[src/rtl/pwm_capture.sv]
// rtl/pwm_capture.sv - PWM high-time / period capture with stuck-line and overflow flags.
module pwm_capture #(
  parameter int WIDTH       = 16,
  parameter int SYNC_STAGES = 2,
  parameter int TIMEOUT     = 1000
) (
  input  logic             pwm_clk,
  input  logic             pwm_reset,
  input  logic             pwm_en,
  input  logic             pwm_in,
  output logic [WIDTH-1:0] cap_high,
  output logic [WIDTH-1:0] cap_period,
  output logic             cap_valid,
  output logic             cap_stuck,
  output logic             cap_level,
  output logic             cap_ovf
);

  typedef enum logic {IDLE, MEAS} state_t;

  localparam logic [WIDTH-1:0] MAX_CNT = '1;
  localparam logic [WIDTH-1:0] TO_CNT  = WIDTH'(TIMEOUT);

  state_t                 state_q, state_d;
  logic [SYNC_STAGES-1:0] sync;
  logic                   s, s_d, rise, fall;
  logic                   rise_q, fall_q, lvl_q;
  logic [WIDTH-1:0]       cnt, age, hi_lat;
  logic                   ovf_int, stuck_done;
  logic                   pub_meas, pub_stuck;

  assign s    = sync[SYNC_STAGES-1];
  assign rise = s & ~s_d;
  assign fall = ~s & s_d;

  // Edge strobes are registered once more; the FSM works on rise_q/fall_q and lvl_q.
  always_ff @(posedge pwm_clk) begin
    if (pwm_reset) begin
      sync   <= '0;
      s_d    <= 1'b0;
      rise_q <= 1'b0;
      fall_q <= 1'b0;
      lvl_q  <= 1'b0;
    end else begin
      sync   <= {sync[SYNC_STAGES-2:0], pwm_in};
      s_d    <= s;
      rise_q <= rise;
      fall_q <= fall;
      lvl_q  <= s;
    end
  end

  always_comb begin
    state_d   = state_q;
    pub_meas  = 1'b0;
    pub_stuck = 1'b0;
    if (!pwm_en) begin
      state_d = IDLE;
    end else begin
      case (state_q)
        IDLE: begin
          if (rise_q)
            state_d = MEAS;
          else if (!fall_q && age == TO_CNT && !stuck_done)
            pub_stuck = 1'b1;
        end
        MEAS: begin
          // An edge always beats the timeout: the line is demonstrably toggling.
          if (rise_q) begin
            pub_meas = 1'b1;
          end else if (!fall_q && age == TO_CNT) begin
            pub_stuck = 1'b1;
            state_d   = IDLE;
          end
        end
        default: state_d = IDLE;
      endcase
    end
  end

  always_ff @(posedge pwm_clk) begin
    if (pwm_reset) begin
      state_q    <= IDLE;
      cnt        <= '0;
      age        <= '0;
      hi_lat     <= '0;
      ovf_int    <= 1'b0;
      stuck_done <= 1'b0;
      cap_high   <= '0;
      cap_period <= '0;
      cap_valid  <= 1'b0;
      cap_stuck  <= 1'b0;
      cap_level  <= 1'b0;
      cap_ovf    <= 1'b0;
    end else begin
      state_q   <= state_d;
      cap_valid <= 1'b0;
      if (!pwm_en) begin
        cnt        <= '0;
        age        <= '0;
        hi_lat     <= '0;
        ovf_int    <= 1'b0;
        stuck_done <= 1'b0;
      end else begin
        if (rise_q || fall_q)
          age <= '0;
        else if (age != TO_CNT)
          age <= age + 1'b1;

        if (rise_q || fall_q)
          stuck_done <= 1'b0;
        else if (pub_stuck)
          stuck_done <= 1'b1;

        if (rise_q) begin
          cnt     <= {{(WIDTH-1){1'b0}}, 1'b1};
          ovf_int <= 1'b0;
        end else if (state_q == MEAS) begin
          if (cnt == MAX_CNT)
            ovf_int <= 1'b1;
          else
            cnt <= cnt + 1'b1;
        end

        if (fall_q && state_q == MEAS)
          hi_lat <= cnt;

        if (pub_meas) begin
          cap_high   <= hi_lat;
          cap_period <= cnt;
          cap_ovf    <= ovf_int;
          cap_stuck  <= 1'b0;
          cap_valid  <= 1'b1;
        end else if (pub_stuck) begin
          cap_high   <= lvl_q ? MAX_CNT : '0;
          cap_period <= '0;
          cap_ovf    <= 1'b0;
          cap_stuck  <= 1'b1;
          cap_level  <= lvl_q;
          cap_valid  <= 1'b1;
        end
      end
    end
  end

endmodule

[config.mk]
export PLATFORM = sky130hd
export DESIGN_NAME = pwm_capture
export DESIGN_NICKNAME = d
export VERILOG_FILES = /design/src/rtl/pwm_capture.sv
export SDC_FILE = /design/constraint.sdc
export NUM_CORES = 1
export LEC_CHECK = 0
export CAP_MARGIN = 20
export CORE_ASPECT_RATIO = 0.75
export CORE_MARGIN = 2
export CORE_UTILIZATION = 35
export DETAILED_ROUTE_END_ITERATION = 16
export SLEW_MARGIN = 20
export SYNTH_ARGS = -nofsm -noshare
export SYNTH_HDL_FRONTEND = slang
export SYNTH_SLANG_ARGS = --single-unit
[constraint.sdc]
create_clock -name pwm_clk -period 3.21 [get_ports pwm_clk]
set_clock_uncertainty 0.2 [all_clocks]
set_input_delay 0.321 -clock pwm_clk [delete_from_list [all_inputs] [get_ports pwm_clk]]
set_output_delay 0.321 -clock pwm_clk [all_outputs]
set_load 0.05 [all_outputs]
# Yosys cells after proc, flatten, opt, wreduce, memory -nomap -nowiden
# Cells that the tools add are included.
# W data, S select, Z words.
dict set report op_classes {
  addsub 2
  n_eq_ne 4
  n_bitwise 8
  n_reduce_logical 16
  muxes 26
}
# cell count
set ops {}
lappend ops {{$mux W16} 5}
lappend ops {{$add A16 B1 Y16 const B} 2}
lappend ops {{$mux W1} 19}
lappend ops {{$eq A16 B10 Y1 const B} 1}
lappend ops {{$eq A16 B16 Y1 const B} 1}
lappend ops {{$ne A16 B10 Y1 const B} 1}
lappend ops {{$reduce_and A2 Y1} 4}
lappend ops {{$not A1 Y1} 6}
lappend ops {{$reduce_or A3 Y1} 2}
lappend ops {{$pmux W1 S2} 2}
lappend ops {{$reduce_bool A2 Y1} 2}
lappend ops {{$logic_and A1 B1 Y1} 3}
lappend ops {{$reduce_and A3 Y1} 1}
lappend ops {{$and A1 B1 Y1} 2}
lappend ops {{$logic_not A1 Y1} 2}
lappend ops {{$ne A2 B2 Y1 const B} 1}
lappend ops {{$reduce_or A2 Y1} 1}
lappend ops {{$logic_or A1 B1 Y1} 1}
dict set report word_totals {
  word_cells 73
  regBits 92
  out_inout_bits 36
}

# Depth between registers and ports, before layout
# Gate-level depths: netlist of run 1.
dict set report depth {
  depth_word 9
  ltp_mapped 10
}

# Least setup slack after synthesis of run 1
# Ideal clock, no wire load.
dict set report synth_timing {
  kind {flip-flop to flip-flop}
  startpoint {register age[10]}
  endpoint {register cap_high[11]}
  stages_incl_launch_ff 9
  arrival_time_ps 2404
  slack_ps 473
  t_required_ps 2877
  period_less_slack_ps 2737
  setup_time_ps 133
  path_buffers 3
  path_cell_list {dfxtp_1 > or4b_1 > or4_1 > buf_2 > or4_4 > buf_6 > buf_6 > a21oi_2 > nor3_1}
}
dict set report synth_via {
  elab_chain_len 9
  elab_cells_between_ends 11
}
# item line_no
set synth_rtl {}
lappend synth_rtl {{start, declared} 28} ;# logic [WIDTH-1:0] cnt, age, hi_lat;
lappend synth_rtl {{start signal, assigned} 108} ;# age <= age + 1'b1;
lappend synth_rtl {{$eq A16 B10 Y1 (*)} {64, 71}}
lappend synth_rtl {{$logic_and A1 B1 Y1 (*)} {64, 71}}
lappend synth_rtl {{$logic_and A1 B1 Y1} 64} ;# else if (!fall_q && age == TO_CNT && !stuck_done)
lappend synth_rtl {{$mux W1} 64}
lappend synth_rtl {{$mux W1} 62} ;# if (rise_q)
lappend synth_rtl {{$pmux W1 S2 (*)} 60} ;# case (state_q)
lappend synth_rtl {{$mux W1 (*)} 57} ;# if (!pwm_en) begin
lappend synth_rtl {{$reduce_bool A2 Y1 (no line) (*)} n/a}
lappend synth_rtl {{$reduce_and A2 Y1 (no line) (*)} n/a}
lappend synth_rtl {{end signal, assigned} 129} ;# cap_high <= hi_lat;
lappend synth_rtl {{end signal, assigned} 135} ;# cap_high <= lvl_q ? MAX_CNT : '0;
lappend synth_rtl {{end, declared} 11} ;# output logic [WIDTH-1:0] cap_high,
# Every way passes the cells marked *; elsewhere a longest branch is shown, timed or not.
# A chain may end at the register's enable or synchronous reset.

# Final worst setup path of run 1
dict set report layout_timing {
  startpoint {register age[10]}
  endpoint {register cap_high[13]}
}
# Same word-level chain as after synthesis.

==> flow_summary.ini, run 1 <==
[setup_path]
worstSetupPathType = flip-flop to flip-flop
worstSetupStartpointType = flip-flop
cp_slowest_cell = or4_4
critPathMaxStageDelay_ps = 750
critPathMaxFanout = 37
critical_path.top_delay_family = simple AND/OR/NAND/NOR gates
arrival_ps = 2820
crit_buf_inv = 0
worstPathCellList = or4b_1, or4_1, or4_4, a21oi_1, nor3_1
cp.required_ps = 3220
end_kind = flip-flop

[floorplan]
ioPinCount = 40
die_width_um = 121
std_cell_rows = 32
dieHeight_um = 92.0
core_um2 = 10200
initial_core_util_pct = 35.6
die_area_um2 = 11200

[timing]
hold_viol_final = 0
rsz0062_at_grt = false
fin_crit_ps = 2820
slew_headroom_pct = 41.3
worst_pin_slew_ps = 872
fin_crit_sh_pct = 87.7
drv_slew = 0
fmax_mhz = 355
worst_slack_ps = 394
setup_viol = 0
fin_tns_setup_ps = 0

[placed_design]
port-buffer-count = 39
dpl.hpwl_mm = 5.54
post-place-ws_ps = 394
gp_congestion = 0.820
dpl_cell_area_um2 = 4120

[min_path]
hold_path_class = flip-flop to flip-flop

[finish]
syn2layout_area_growth_pct = 21.2
drive_gt1_share_pct = 8.41
final_area_um2 = 4380
fin_nets = 467
fillers = 1043
num_antenna_cells = 0
utilization_pct = 43.1

[cts]
cts_resized = 0
numCtsBuffers = 9
cts.sinks = 92
clk_path_buf_depth = 2
cts-root-buf = clkbuf_16
clkTransAtPathRegs_ps = 60
cts_setup_buffers = 0
hold_buffers = 0
clk_latency_ps = 340
cts_tree = built
htree_levels = 3

[detailed_routing]
dr.pass1.iters = 4
drt_iter0_drc = 188
avgViaCountPerCell = 5.00
wire_per_inst_um = 13.2
drc = 0
wl_mm = 7.90
vias = 3002
antenna_left = 0

[synthesis]
yosys_warnings = 0
synth_edf_count = 0
avgSynthCellArea_um2 = 8.45
syn_nets = 435
ys_seq_area_share_pct = 50.9
ys_ff_latch = 92
ys.flop_type = dfxtp_1
yosysTopAreaCellShare_pct = 50.9
synthDistinctLibCells = 39
syn_area_um2 = 3620
syn_inst = 428
synth_area_leaders = dfxtp_1 51%, a21oi_1 7.2%, nand2_1 5.9%, nor2_1 5.3%, nand3_1 4.2%
synth_top_cell_by_area = dfxtp_1
async_flop_share_pct = 0

[pwr]
leakagePower_nw = 1.43
ir_drop_mv = 0.222
p_total_mw = 2.15
cellPowerDensity_nw_per_um2 = 490

[grt]
gr-usage-all-layers_pct = 14.8
grt_pass1_vias = 2752
gr-total-overflow = 0
antenna_found_initial = 0
grt_pass1_wl_mm = 13.2
grt_max_degree = 40

[run_status]
outcome = complete, no violations

[flow_run]
cap_violations = 0
path summary, 6_finish.rpt:
kind	start	to	slack (ps)	depth (start not counted)
worst min-delay path	lvl_q	rise_q	240	1
worst max-delay path	age[10]	cap_high[13]	390	5
worst min register to register	lvl_q	rise_q	240	1
worst max register to register	age[10]	cap_high[13]	390	5
registers in the layout, indices dropped and copies added (netlist names):
name	cells
age	16
cap_high	16
cap_period	16
cnt	16
hi_lat	16
sync	2
cap_level	1
cap_ovf	1
cap_stuck	1
cap_valid	1
fall_q	1
lvl_q	1
ovf_int	1
rise_q	1
state_q	1
stuck_done	1
synthesized netlist by cell type, types with 2 or more instances:
cell	number
nor2b_1	5
xor2_1	9
and3_1	2
xnor2_1	13
ha_1	3
nand4_1	7
nor2_1	51
nand3_1	30
nand2b_1	4
o21ai_0	3
buf_6	3
nand2_1	57
a21oi_2	9
clkbuf_1	21
or2_2	2
a21oi_1	52
or3_1	4
nor4_1	6
nand3b_1	2
nor4b_1	2
nor3b_1	2
buf_2	2
dfxtp_1	92
inv_1	11
nor3_1	21
or4_1	2
per-stage QoR:
step	cells	hold WS (ps)
3_3_place_gp	585	222
6_report	600	241
2_1_floorplan	428	188
4_1_cts	600	244
5_1_grt	600	266
3_5_place_dp	585	226
power breakdown:
group | internal, mW | switching, mW | total, mW | leakage [nW]
combinational | 0.0119 | 0.0258 | 0.0377 | 0.552
clock | 0.537 | 0.422 | 0.959 | 0.138
sequential | 1.15 | 0.00360 | 1.15 | 0.742
metal layers:
layer / GRT usage (%) / share of wire [%] / up-vias / wire [um]
met1: 20.2 / 51 / 1420 / 3990
met2: 22.5 / 43 / 68 / 3370
met5: 0 / 0 / - / 0
li1: - / - / 1505 / -
met4: 4.69 / 1.3 / 0 / 100
met3: 4.29 / 5.5 / 9 / 436
final cells by class:
type / instances / area (um2) / share of cell area (%)
clock buffers: 10 / 239 / 5.45
clock inverters: 5 / 28.8 / 0.657
inverters: 11 / 41.3 / 0.942
multi-input cells: 298 / 1600 / 36.6
flip-flops and latches: 92 / 1840 / 42.0
well taps: 136 / 170 / 3.88
repair buffers: 48 / 458 / 10.4
layout by cell type (no fill, tap or decap), drive strengths merged, types with 4 or more instances in the layout:
master,count
xor2,9
a21oi,61
nor2b,5
buf,9
nand3,30
clkbuf,10
nand4,7
nand2b,4
nor3,21
nor4,6
clkdlybuf4s50,39
nand2,57
o21ai,4
or3,4
inv,11
dfxtp,92
xnor2,13
clkinv,5
nor2,51
kinds of logic after synthesis:
family	after synthesis	synth area share, %
compound gates	69	10.9
xor+xnor	22	5.33
fa+ha+maj	3	1.04
buf+inv	38	4.74
flops	92	50.9
mux	2	0.588
simple gates	202	26.5
Power figures use the tool's default switching activity.
==> run 2, diff against run 1 <==
--- a/config.mk
+++ b/config.mk
@@ -10,6 +10,7 @@
 export CORE_MARGIN = 2
 export CORE_UTILIZATION = 35
 export DETAILED_ROUTE_END_ITERATION = 16
+export SETUP_SLACK_MARGIN = 0.3
 export SLEW_MARGIN = 20
 export SYNTH_ARGS = -nofsm -noshare
 export SYNTH_HDL_FRONTEND = slang
==> flow_summary.ini, run 2 (same netlist as run 1, synthesis figures left out) <==
[timing]
fin_crit_sh_pct = 87.8
fin_tns_setup_ps = 0
setup_viol = 0
worst_slack_ps = 391
slew_headroom_pct = 40.7
rsz0062_at_grt = true
drv_slew = 0
fin_crit_ps = 2820
worst_pin_slew_ps = 882
fmax_mhz = 355
hold_viol_final = 0
hold_slack_ps = 241

[cts]
numCtsBuffers = 9
clk_latency_ps = 340
cts-root-buf = clkbuf_16
clkTransAtPathRegs_ps = 60
cts.sinks = 92
htree_levels = 3
clk_path_buf_depth = 2
cts_tree = built

[finish]
multi_input_area_um2 = 1600
fillers = 1043
fin_nets = 467
num_antenna_cells = 0
final_cell_mix = 92 x dfxtp_1, 57 x nand2_1, 52 x a21oi_1
fin_cells = 600
syn2layout_area_growth_pct = 21.2
layout.area.seq_um2 = 1840
drive_gt1_share_pct = 8.41
final_common_cell = dfxtp_1

[grt]
grt_pass1_vias = 2752
grt_max_degree = 40
gr-total-overflow = 0
gr-usage-all-layers_pct = 14.8
antenna_found_initial = 0
grt_pass1_wl_mm = 13.2

[setup_path]
worstSetupPathType = flip-flop to flip-flop
rr_worst_depth = 5
cp_slowest_cell = or4_4
worstSetupStartpointType = flip-flop
end_kind = flip-flop
cp.required_ps = 3220
critPathMaxStageDelay_ps = 750
arrival_ps = 2820
worstPathCellList = or4b_1, or4_1, or4_4, a21oi_1, nor3_1
critical_path.top_delay_family = simple AND/OR/NAND/NOR gates
critPathMaxFanout = 37
crit_buf_inv = 0
crit_cells = 5

[pwr]
cellPowerDensity_nw_per_um2 = 490
p_total_mw = 2.15
leakagePower_nw = 1.43
ir_drop_mv = 0.222

[floorplan]
core_um2 = 10200
die_width_um = 121
initial_core_util_pct = 35.6
die_area_um2 = 11200
ioPinCount = 40
std_cell_rows = 32
dieHeight_um = 92.0

[min_path]
hold_path_class = flip-flop to flip-flop
hold_depth = 1

[detailed_routing]
drt_iter0_drc = 201
avgViaCountPerCell = 5.02
wire_per_inst_um = 13.2
drc = 0
antenna_left = 0
wl_mm = 7.94
vias = 3012
dr.pass1.iters = 4

[placed_design]
dp.cells = 585
gp_congestion = 0.820
port-buffer-count = 39
post-place-ws_ps = 394
dpl.hpwl_mm = 5.54

[run_status]
outcome = complete, no violations

[flow_run]
cap_violations = 0
## run 2: path summary, 6_finish.rpt
check | from | end | slack, ps
worst min-delay path | lvl_q | rise_q | 240
worst max register to register | age[10] | cap_high[13] | 390
worst max-delay path | age[10] | cap_high[13] | 390
worst min register to register | lvl_q | rise_q | 240
## run 2: power breakdown
part | internal, mW | total, mW | switching [mW]
registers | 1.15 | 1.15 | 0.00360
logic | 0.0119 | 0.0378 | 0.0258
clock network | 0.537 | 0.961 | 0.424
total | 1.69 | 2.15 | 0.453
## run 2: stage by stage
stage	area (um2)	util [%]
2_1_floorplan	3620	-
3_3_place_gp	4120	40.5
3_5_place_dp	4120	40.5
4_1_cts	4380	43.1
5_1_grt	4380	43.1
6_report	4380	43.1
## run 2: routing by layer
layer / global-route usage [%] / wire (um) / vias to the layer above / part of all wire (%)
met5: 0 / 0 / - / 0
met1: 20.2 / 4030 / 1427 / 51
li1: - / - / 1505 / -
met3: 4.29 / 398 / 8 / 5.0
met4: 4.69 / 92 / 0 / 1.2
met2: 22.5 / 3420 / 72 / 43
## run 2: worst register-to-register path, delay by kind of cell (launching register included)
| family | cells | cell delay, ps |
|---|---|---|
| flip-flops | 1 | 350 |
| AND/OR/NAND/NOR | 4 | 1900 |
| AO/OA/AOI/OAI | 1 | 240 |
## run 2: what timing repair did
action                     in CTS  in global routing
setup endpoints to repair       0                  4
buffers inserted                0                  0
gates resized for setup         0                  0
hold buffers                    0                  0
## run 2: final cells by class
cell class / count / share of cell area [%]
clock buffer: 10 / 5.45
clock inverter: 5 / 0.657
inverter: 11 / 0.942
multi-input combinational: 298 / 36.6
sequential: 92 / 42.0
tap: 136 / 3.88
timing repair buffer: 48 / 10.4
